`config.mk`:
```
export PLATFORM = sky130hd
export DESIGN_NAME = pipe_ctrl_stage
export DESIGN_NICKNAME = d
export VERILOG_FILES = /design/src/rtl/pipe_ctrl_stage.sv
export SDC_FILE = /design/constraint.sdc
export NUM_CORES = 1
export LEC_CHECK = 0
export BUFFER_PORTS_ARGS = -buffer_cell sky130_fd_sc_hd__buf_2
export CAP_MARGIN = 20
export CORE_AREA = 2 2 39 41
export CTS_CLUSTER_SIZE = 10
export DETAILED_ROUTE_END_ITERATION = 10
export DIE_AREA = 0 0 41 43
export GPL_TIMING_DRIVEN = 1
export PLACE_DENSITY = 0.43
export SKIP_LAST_GASP = 1
export SYNTH_ARGS = -nofsm -noshare
export SYNTH_HDL_FRONTEND = slang
export SYNTH_SLANG_ARGS = --single-unit
```
`constraint.sdc`:
```
create_clock -name clk -period 1 [get_ports clk]
set_clock_uncertainty 0.1 [all_clocks]
set_input_delay 0.15 -clock clk [delete_from_list [all_inputs] [get_ports clk]]
set_output_delay 0.15 -clock clk [all_outputs]
set_load 0.01 [all_outputs]
```
`src/rtl/pipe_ctrl_stage.sv`:
```
// Control-field pipeline with valid tracking, stall/flush and bubble masking of side-effecting bits.
// Optional parity per stage when PIPE_CTRL_PARITY_EN is defined.
module pipe_ctrl_stage #(
    parameter int               WIDTH     = 4,
    parameter int               DEPTH     = 1,
    parameter logic [WIDTH-1:0] SIDE_MASK = WIDTH'(4'b0011),
    localparam int              OCC_W     = $clog2(DEPTH + 1)
) (
    input  logic             clk,
    input  logic             reset,
    input  logic             stall_i,
    input  logic             flush_i,
    input  logic             valid_i,
    input  logic [WIDTH-1:0] ctrl_i,
    input  logic             inj_i,
    output logic             valid_o,
    output logic [WIDTH-1:0] ctrl_o,
    output logic [OCC_W-1:0] occ_o,
    output logic             parity_err_o
);

    // Handshake: no ready path; stall_i freezes every stage, flush_i turns every
    // stage into a bubble and wins over stall_i. valid_i is dropped while either is high.
    logic             valid_q [DEPTH];
    logic             valid_d [DEPTH];
    logic [WIDTH-1:0] ctrl_q  [DEPTH];
    logic [WIDTH-1:0] ctrl_d  [DEPTH];
    logic [OCC_W-1:0] occ_q;
    logic [OCC_W-1:0] occ_d;

`ifdef PIPE_CTRL_PARITY_EN
    logic par_q [DEPTH];
    logic par_d [DEPTH];
`endif

    always_comb begin
        for (int k = 0; k < DEPTH; k++) begin
            valid_d[k] = valid_q[k];
            ctrl_d[k]  = ctrl_q[k];
`ifdef PIPE_CTRL_PARITY_EN
            par_d[k]   = par_q[k];
`endif
        end
        if (flush_i) begin
            for (int k = 0; k < DEPTH; k++) begin
                valid_d[k] = 1'b0;
                ctrl_d[k]  = ctrl_q[k] & ~SIDE_MASK;
`ifdef PIPE_CTRL_PARITY_EN
                par_d[k]   = ^(ctrl_q[k] & ~SIDE_MASK);
`endif
            end
        end else if (!stall_i) begin
            valid_d[0] = valid_i;
            ctrl_d[0]  = valid_i ? ctrl_i : (ctrl_i & ~SIDE_MASK);
`ifdef PIPE_CTRL_PARITY_EN
            par_d[0]   = (^(valid_i ? ctrl_i : (ctrl_i & ~SIDE_MASK))) ^ inj_i;
`endif
            for (int k = 1; k < DEPTH; k++) begin
                valid_d[k] = valid_q[k-1];
                ctrl_d[k]  = ctrl_q[k-1];
`ifdef PIPE_CTRL_PARITY_EN
                par_d[k]   = par_q[k-1];
`endif
            end
        end
        occ_d = '0;
        for (int k = 0; k < DEPTH; k++) begin
            occ_d = occ_d + OCC_W'(valid_d[k]);
        end
    end

    always_ff @(posedge clk or negedge reset) begin
        if (!reset) begin
            for (int k = 0; k < DEPTH; k++) begin
                valid_q[k] <= 1'b0;
                ctrl_q[k]  <= '0;
`ifdef PIPE_CTRL_PARITY_EN
                par_q[k]   <= 1'b0;
`endif
            end
            occ_q <= '0;
        end else begin
            for (int k = 0; k < DEPTH; k++) begin
                valid_q[k] <= valid_d[k];
                ctrl_q[k]  <= ctrl_d[k];
`ifdef PIPE_CTRL_PARITY_EN
                par_q[k]   <= par_d[k];
`endif
            end
            occ_q <= occ_d;
        end
    end

    assign valid_o = valid_q[DEPTH-1];
    assign ctrl_o  = ctrl_q[DEPTH-1];
    assign occ_o   = occ_q;

`ifdef PIPE_CTRL_PARITY_EN
    assign parity_err_o = valid_q[DEPTH-1] & ((^ctrl_q[DEPTH-1]) != par_q[DEPTH-1]);
`else
    logic unused_inj;
    assign unused_inj   = inj_i;
    assign parity_err_o = 1'b0;
`endif

endmodule

```
Yosys cells after proc, flatten, opt, wreduce, memory -nomap -nowiden. Cells that the tools add are included.

Equal/unequal tests: 1. Multiplexer cells: 5. Bitwise operators: 2. Reduce and logical (&&, ||, !) cells: 1.

Operators with widths (number): 2-to-1 mux 2 bit (3); 2-to-1 mux 1 bit (2); != test 2 x 1 -> 1 bit, second input constant (1); inverter 1 bit (2); AND reduction 2 bit (1).

Register bits: 5. Bits of input ports: 10. Logic and storage cells: 12.

Longest topological paths before layout. Gate-level depths: netlist (run 1).

Depth after elaboration: 3. Depth in mapped cells: 2. Gate-level depth less buffers: 2.

Least setup slack after synthesis (run 1). Ideal clock, no wire load.

Path kind: register to register. Start point: register ctrl_o[2] (netlist name). End point: register ctrl_q, in the netlist ctrl_o[2]. Library setup time: 0.125 ns. Data arrival time: 0.654 ns. Setup slack: 0.121 ns. Stages on the path, launching flop included: 2. Buffers on the path: 0. Period minus slack after synthesis: 0.879 ns. Path through: dfrtp_1 -> mux2_4.

RTL lines: to (signal, indexed assignment) (RTL line 85) `ctrl_q[k] <= ctrl_d[k];`; to (decl) (RTL line 26) `logic [WIDTH-1:0] ctrl_q [DEPTH];`.

Worst setup path after layout (run 1).
Start point: register ctrl_q, in the netlist ctrl_o[3]. End point: output port ctrl_o[3].

RTL lines: to (decl) (RTL line 17) `output logic [WIDTH-1:0] ctrl_o,`.

No word-level cell between the ends.

==> impl_metrics.csv, run 1 <==
group,metric,value,unit
finish,area_growth,59.4,%
synthesis,synth_top_family_by_area,"multiplexers",
global_routing,use_met1,6.56,%
sta,setup_viol,5,
route,wl_per_cell,10.7,microns
floorplan,num_io_pins,17,
global_routing,grt_max_degree,6,
global_routing,groute.usage.overall,7.58,%
synthesis,synth_compound_area_share,8.89,%
finish,layout-drive-gt1-share,63.9,%
sta,slew_viol_final,0,
setup_path,endpoint,"ctrl_o[3]",
synthesis,synthAdderAreaFrac,0,%
global_routing,grt_pass1_vias,210,
synthesis,ys_types,9,
setup_path,crit_path_start,"ctrl_o[3]",
setup_path,r2r_slack,0.01,ns
pwr,share_seq_of_total_power,40.1,%
clock_tree,cts_htree_levels,1,
setup_path,rr_worst_depth,2,
floorplan,rows,14,
setup_path,critical_path_buf_inv_count,1,
placed_design,port-buffer-count,14,
setup_path,worstSetupPathDepth,1,
pwr,swShare,24.9,%
route,drt_wl_total,555,microns
sta,finalCritPeriodShare,102,%
floorplan,die_h,43,microns
clock_tree,clkSlewWorstSetupHoldPaths,0.05,ns
synthesis,synth_top_cell_by_area,"dfrtp_1",
placed_design,gp_congestion,0.467,
setup_path,timing.critical_path.fanout_max,2,
global_routing,grt_busiest_layer,"met2",
worst_hold_path,hold_path_class,"in2reg",
placed_design,dp_slack,0.00651,ns
synthesis,synthSimpleGateAreaFrac,9.44,%
synthesis,synth_mux_area_share,17.8,%
pwr,p_clk_share,41.5,%
floorplan,die-area,0.00176,sq mm
run,cap_violations,0,
clock_tree,clockBufferDepth,2,
pwr,combPwrFrac,18.4,%
setup_path,r2r_end,"ctrl_o[3]",
sta,rsz0062_at_grt,"yes",
sta,setup_ws,-0.0229,ns
clock_tree,ctsResizeCount,0,
clock_tree,numClockSinks,5,
run_status,status,"complete, but fails checks",
clock_tree,cts_buffers,3,
setup_path,critPathKind,"reg2out",
synthesis,syn_avg_cell_area,14.1,sq um
placed_design,detailed_place.area,300,sq um
setup_path,start_kind,"register",
route,drc,0,
setup_path,crit_arrival,0.77,ns
synthesis,synthXorXnorAreaFrac,0,%
floorplan,core_area,0.00138,sq mm
floorplan,die_w,41,microns
setup_path,endpoint_kind,"output pin",
pwr,total_power,0.576,mW
clock_tree,cts_root_buffer,"clkbuf_4",
synthesis,seq_area_frac_synth,55.6,%
setup_path,cp.required,0.75,ns
global_routing,antenna_found_initial,0,
pwr,power.density,1600,mW/mm^2
global_routing,grt_first_pass_wirelength,807,microns
route,vias,203,
synthesis,ys_ff_latch,5,
setup_path,max_stage_delay,0.38,ns
run_status,violations,"negative setup slack",
route,vias_per_cell,3.90,
clock_tree,insertion_delay,0.24,ns
finish,fin_util,25.9,%
global_routing,grt_use_met3,7.85,%
synthesis,synth.area.top_cells,"dfrtp_1, mux2_4, a32o_1",
clock_tree,cts_tree,"yes",
finish,diodes,0,
pwr,intPower,0.433,mW
pwr,power.switching,0.143,mW
finish,stdcell_area,359,sq um
pwr,power.leakage,0.194,nW
sta,period_needed,1.02,ns
route,ant_nets,0,
placed_design,hpwl,423,microns
finish,final_nets,47,
setup_path,cpLargestDelayFamily,"flip-flops",
synthesis,netlist_instances,16,
finish,mostFrequentLayoutCells,"buf_2, dfrtp_1, clkbuf_4, buf_4",
global_routing,grt_use_met2,11.6,%
sta,holdWs,0.0211,ns
finish,final_common_cell,"buf_2",
route,drt_first_pass_iters,1,
sta,finalHoldViolCount,0,
synthesis,syn_nets,26,
global_routing,grt_overflow_total,0,
finish,fillCellCount,154,
pwr,vdd_drop_max,919,uV
setup_path,critical_path.cell_chain,"buf_2",
synthesis,synth_top_area_share,55.6,%
floorplan,initial_core_util,16.3,%
setup_path,worstReg2RegStart,"ctrl_o[3]",
setup_path,cp_slowest_cell,"dfrtp_1",
synthesis,syn_area,225,sq um
route,drt-initial-drc-count,0,
sta,clock.fmax,978,MHz
synthesis,yosys_warnings,0,
## per-stage QoR
stage / TNS [ns] / cells
final: -0.0775 / 52
after global routing: -0.238 / 52
after CTS: -0.137 / 50
after detailed placement: 0 / 44
after global placement: 0 / 44
after floorplan: 0 / 16
## state kept, by name, indices dropped and copies added (netlist names)
register	cells
ctrl_o	4
occ_o	1
## power by group through the flow
| stage | logic, mW | clock network, mW | registers, mW |
|---|---|---|---|
| 4_1_cts | 0.0963 | 0.255 | 0.231 |
| 3_3_place_gp | 0.0892 | 0 | 0.231 |
| 2_1_floorplan | 0.0403 | 0 | 0.241 |
| 5_1_grt | 0.116 | 0.268 | 0.232 |
| 6_report | 0.106 | 0.239 | 0.231 |
| 3_5_place_dp | 0.0915 | 0 | 0.233 |
## metal layers
| layer | share of wire (%) | routed length, microns |
|---|---|---|
| met5 | 0 | 0 |
| met4 | 0 | 0 |
| met3 | 17 | 96 |
| met2 | 41 | 228 |
| met1 | 41 | 230 |
## cells in the mapped netlist
master / n
mux2_4: 2
nor2_4: 1
a32o_1: 2
mux2i_1: 1
conb_1: 1
dfrtp_1: 5
buf_4: 2
nor2_1: 1
nor2b_1: 1
## repair_timing
| action | in CTS | in global routing |
|---|---|---|
| hold buffers | 1 | 0 |
| endpoints found under the setup margin | 6 | 6 |
| cloned | 0 | 0 |
| buffers inserted | 1 | 2 |
| endpoints found under the hold margin | 5 | 0 |
## worst min-delay path by stage
| stage | startpoint | end | slack, ns | cells past startpoint |
|---|---|---|---|---|
| 6_report | flush_i | occ_o | 0.02 | 2 |
| 4_1_cts | flush_i | occ_o | 0.01 | 2 |
| 2_1_floorplan | reset | ctrl_o[0] | -0.25 | 0 |
| 3_5_place_dp | reset | occ_o | -0.13 | 1 |
| 3_3_place_gp | reset | occ_o | -0.13 | 1 |
| 5_1_grt | flush_i | occ_o | 0.02 | 2 |
## final cells by class
type	instances	area, sq um	area share (%)
tap	16	20.0	5.57
multi-input combinational	9	85.1	23.7
timing repair buffer	18	103	28.6
clock buffer	4	26.3	7.32
sequential	5	125	34.8
## cells by family (layout without fill, tap and decap cells)
family                 after synthesis  in the layout
DFF                                  5              5
muxes                                3              3
and+or+nand+nor                      3              3
AOI/OAI and AO/OA                    2              2
buffers and inverters                2             22
other                                1              1
(Power assumes the default switching activity.)
==> run 2, diff against run 1 <==
==> constraint.sdc (replaced) <==
create_clock -name clk -period 1.21 [get_ports clk]
set_clock_uncertainty 0.1 [all_clocks]
set_input_delay 0.1815 -clock clk [delete_from_list [all_inputs] [get_ports clk]]
set_output_delay 0.1815 -clock clk [all_outputs]
set_load 0.01 [all_outputs]
==> run 2 against run 1 <==
The flow now finishes without violations. Global-route usage stayed put. Largest cell class unchanged. Highest routed layer unchanged. Core utilization is 1.6 points lower. Sequential power is 17% lower. Sequential cell count stayed put. Non-clock buffer count is 3 lower.
==> impl_metrics.csv, run 2 (same netlist as run 1, synthesis figures left out) <==
group,metric,value,unit
run_status,status,"completed",
clock_tree,cts_buffers,3,
clock_tree,cts_root_buffer,"clkbuf_4",
route,drt_wl_total,523,microns
route,vias,191,
pwr,power.switching,0.115,mW
global_routing,grt_pass1_vias,210,
setup_path,critPathKind,"reg2out",
global_routing,grt_max_degree,6,
global_routing,antenna_found_initial,0,
worst_hold_path,hold_path_class,"in2reg",
floorplan,core_area,0.00138,sq mm
setup_path,critical_path_buf_inv_count,1,
pwr,vdd_drop_max,757,uV
clock_tree,clockBufferDepth,2,
pwr,power.leakage,0.178,nW
setup_path,r2r_end,"ctrl_o[3]",
sta,rsz0062_at_grt,"no",
pwr,share_seq_of_total_power,41.1,%
setup_path,crit_path_start,"occ_o",
floorplan,die_w,41,microns
setup_path,worstReg2RegStart,"ctrl_o[3]",
clock_tree,numClockSinks,5,
setup_path,cpLargestDelayFamily,"flip-flops",
finish,stdcell_area,337,sq um
finish,final_cells,49,
placed_design,gp_congestion,0.467,
route,ant_nets,0,
floorplan,rows,14,
clock_tree,ctsResizeCount,0,
route,drc,0,
setup_path,timing.critical_path.fanout_max,3,
placed_design,hpwl,423,microns
route,wl_per_cell,10.7,microns
finish,layout-drive-gt1-share,60.6,%
worst_hold_path,min_from,"flush_i",
finish,fillCellCount,153,
setup_path,endpoint,"valid_o",
clock_tree,cts_tree,"yes",
sta,finalCritPeriodShare,86.9,%
floorplan,num_io_pins,17,
setup_path,endpoint_kind,"output pin",
clock_tree,insertion_delay,0.24,ns
finish,fin_util,24.3,%
finish,largest_register_ffs,4,
sta,period_needed,1.05,ns
setup_path,cp_slowest_cell,"dfrtp_1",
global_routing,grt_first_pass_wirelength,807,microns
pwr,p_clk_share,42.5,%
finish,final_common_cell,"buf_2",
global_routing,grt_overflow_total,0,
setup_path,cp.required,0.93,ns
finish,area_growth,49.4,%
placed_design,dp_slack,0.185,ns
route,vias_per_cell,3.90,
floorplan,initial_core_util,16.3,%
finish,final_nets,44,
clock_tree,clkSlewWorstSetupHoldPaths,0.04,ns
setup_path,crit_arrival,0.77,ns
setup_path,rr_worst_depth,1,
route,drt_first_pass_iters,1,
sta,setup_tns,0,ns
setup_path,start_kind,"register",
finish,mostFrequentLayoutCells,"buf_2, dfrtp_1, clkbuf_4",
pwr,combPwrFrac,16.5,%
global_routing,groute.usage.overall,7.58,%
floorplan,die-area,0.00176,sq mm
placed_design,placed_cells_incl_taps,44,
route,drt-initial-drc-count,0,
pwr,total_power,0.464,mW
floorplan,die_h,43,microns
setup_path,max_stage_delay,0.38,ns
setup_path,r2r_slack,0.35,ns
setup_path,worstSetupPathDepth,1,
sta,holdWs,0.0531,ns
sta,slew_viol_final,0,
sta,finalHoldViolCount,0,
pwr,swShare,24.8,%
setup_path,critical_path.cell_chain,"buf_2",
pwr,power.density,1380,mW/mm^2
placed_design,port-buffer-count,14,
run,cap_violations,0,
clock_tree,cts_htree_levels,1,
finish,diodes,0,
placed_design,detailed_place.area,300,sq um
sta,setup_viol,0,
pwr,intPower,0.349,mW
sta,setup_ws,0.159,ns
sta,clock.fmax,951,MHz
[run 2: cell types whose count changed in the layout (fill, tap and decap cells not counted)]
cell   delta
buf_4     -3
[run 2: worst min path at each step]
stage,end,slack (ns),cells past startpoint
2_1_floorplan,ctrl_o[0],-0.21,0
3_3_place_gp,occ_o,-0.10,1
3_5_place_dp,occ_o,-0.1,1
4_1_cts,occ_o,0.04,2
5_1_grt,occ_o,0.05,2
6_report,occ_o,0.05,2
[run 2: final cells by class]
cell class	count	area (sq um)	share of cell area, %
Timing Repair Buffer	15	80.1	23.8
Multi-Input combinational cell	9	85.1	25.3
Tap cell	16	20.0	5.95
Clock buffer	4	26.3	7.81
Sequential cell	5	125	37.2
[run 2: per-layer routing]
layer / vias up / track usage (%) / part of all wire [%]
li1: 90 / - / -
met1: 84 / 6.56 / 43
met2: 17 / 11.6 / 39
met3: 0 / 7.85 / 18
met4: 0 / 2.00 / 0
met5: - / 0 / 0
[run 2: power by group through the flow]
stage	Clock, mW	Combinational (mW)	Sequential [mW]
5_1_grt	0.222	0.0848	0.192
6_report	0.197	0.0764	0.191
4_1_cts	0.211	0.0778	0.191
2_1_floorplan	0	0.0333	0.199
3_5_place_dp	0	0.0756	0.193
3_3_place_gp	0	0.0737	0.191
[run 2: repair_timing]
action                                 CTS  global route
endpoints found under the hold margin    5             0
buffers inserted                         0             0
hold buffers                             1             0
setup endpoints to repair                0             0
==> run 3, diff against run 2 <==
--- a/config.mk
+++ b/config.mk
@@ -13,6 +13,7 @@
 export DIE_AREA = 0 0 41 43
 export GPL_TIMING_DRIVEN = 1
 export PLACE_DENSITY = 0.43
+export REMOVE_ABC_BUFFERS = 1
 export SKIP_LAST_GASP = 1
 export SYNTH_ARGS = -nofsm -noshare
 export SYNTH_HDL_FRONTEND = slang
==> run 3 against run 2 <==
Largest cell class unchanged. Clock power is essentially flat. Combinational power increased by 1%. Cell count unchanged.
==> impl_metrics.csv, run 3 (same netlist as run 1, synthesis figures left out) <==
group,metric,value,unit
pwr,vdd_drop_max,471,uV
placed_design,port-buffer-count,14,
clock_tree,clockBufferDepth,2,
worst_hold_path,hold_path_class,"in2reg",
route,wl_per_cell,11.7,microns
floorplan,die_h,43,microns
route,vias_per_cell,3.84,
clock_tree,ctsResizeCount,0,
route,drt_first_pass_iters,1,
clock_tree,cts_setup_buffers,0,
sta,setup_tns,0,ns
finish,area_growth,49.4,%
setup_path,cpLargestDelayFamily,"flip-flops",
clock_tree,cts_htree_levels,1,
clock_tree,ctsHoldBuffers,1,
global_routing,grt_overflow_total,0,
finish,diodes,0,
route,ant_nets,0,
global_routing,antenna_found_initial,0,
setup_path,r2r_slack,0.34,ns
route,vias,188,
sta,finalCritPeriodShare,87.3,%
run_status,status,"completed",
global_routing,grt_pass1_vias,205,
sta,slew_viol_final,0,
finish,largest_register_ffs,4,
finish,final_common_cell,"buf_2",
route,drt_wl_total,572,microns
placed_design,dp_slack,0.166,ns
sta,period_needed,1.06,ns
setup_path,critPathKind,"reg2out",
setup_path,cp_slowest_cell,"dfrtp_1",
clock_tree,cts_buffers,3,
floorplan,rows,14,
clock_tree,clkSlewWorstSetupHoldPaths,0.05,ns
clock_tree,insertion_delay,0.24,ns
route,drt-initial-drc-count,0,
setup_path,cp.required,0.93,ns
clock_tree,cts_root_buffer,"clkbuf_4",
sta,setup_ws,0.154,ns
setup_path,endpoint_kind,"output pin",
floorplan,num_io_pins,17,
sta,setup_viol,0,
global_routing,grt_max_degree,6,
pwr,power.density,1390,mW/mm^2
setup_path,critical_path.cell_chain,"buf_2",
placed_design,gp_congestion,0.632,
finish,mostFrequentLayoutCells,"buf_2, dfrtp_1, clkbuf_4",
clock_tree,numClockSinks,5,
finish,layout-drive-gt1-share,60.6,%
floorplan,initial_core_util,16.3,%
sta,finalHoldViolCount,0,
pwr,power.leakage,0.178,nW
setup_path,critical_path_buf_inv_count,1,
sta,rsz0062_at_grt,"no",
sta,clock.fmax,947,MHz
floorplan,core_area,0.00138,sq mm
floorplan,die_w,41,microns
setup_path,start_kind,"register",
global_routing,groute.usage.overall,8.59,%
finish,stdcell_area,337,sq um
setup_path,max_stage_delay,0.38,ns
global_routing,grt_first_pass_wirelength,897,microns
floorplan,die-area,0.00176,sq mm
finish,final_nets,44,
setup_path,crit_arrival,0.77,ns
clock_tree,cts_tree,"yes",
placed_design,detailed_place.area,300,sq um
route,drc,0,
run,cap_violations,0,
setup_path,timing.critical_path.fanout_max,2,
run 3: cell counts in the layout (fill, tap and decap cells not counted):
Identical to the previous run, type by type.
run 3: path summary, 6_finish.rpt:
path / depth (start not counted) / end / startpoint
worst max-delay path: 1 / ctrl_o[2] / ctrl_o[2]
min in group asynchronous: 2 / ctrl_o[3] / reset
worst min register to register: 1 / ctrl_o[0] / ctrl_o[0]
worst max register to register: 1 / ctrl_o[2] / ctrl_o[2]
max in group asynchronous: 2 / ctrl_o[1] / reset
worst min-delay path: 2 / occ_o / flush_i
run 3: where the power goes:
group | total [mW] | internal (mW) | switching, mW
registers | 0.191 | 0.182 | 0.00886
logic | 0.0774 | 0.0420 | 0.0354
clock network | 0.198 | 0.125 | 0.0729
total | 0.466 | 0.349 | 0.117
run 3: area by class of cell:
cell class                 instances  area [sq um]
sequential                         5           125
multi-input combinational          9          85.1
tap                               16          20.0
timing repair buffer              15          80.1
clock buffer                       4          26.3
fill                             160          1050
run 3: per-layer routing:
layer	global-route usage, %	vias to the layer above	share of wire [%]
li1	-	87	-
met1	8.85	84	35
met2	11.6	17	48
met3	6.28	0	16
met4	6.00	0	0
met5	0	-	0
run 3: per-stage QoR:
| stage | hold WS [ns] | instances | total power [mW] | utilization [%] |
|---|---|---|---|---|
| floorplan | -0.214 | 14 | 0.227 | - |
| global placement | -0.103 | 44 | 0.265 | 21.7 |
| detailed placement | -0.100 | 44 | 0.268 | 21.7 |
| CTS | 0.0503 | 49 | 0.478 | 24.3 |
| global route | 0.0602 | 49 | 0.502 | 24.3 |
| finish | 0.0580 | 49 | 0.466 | 24.3 |
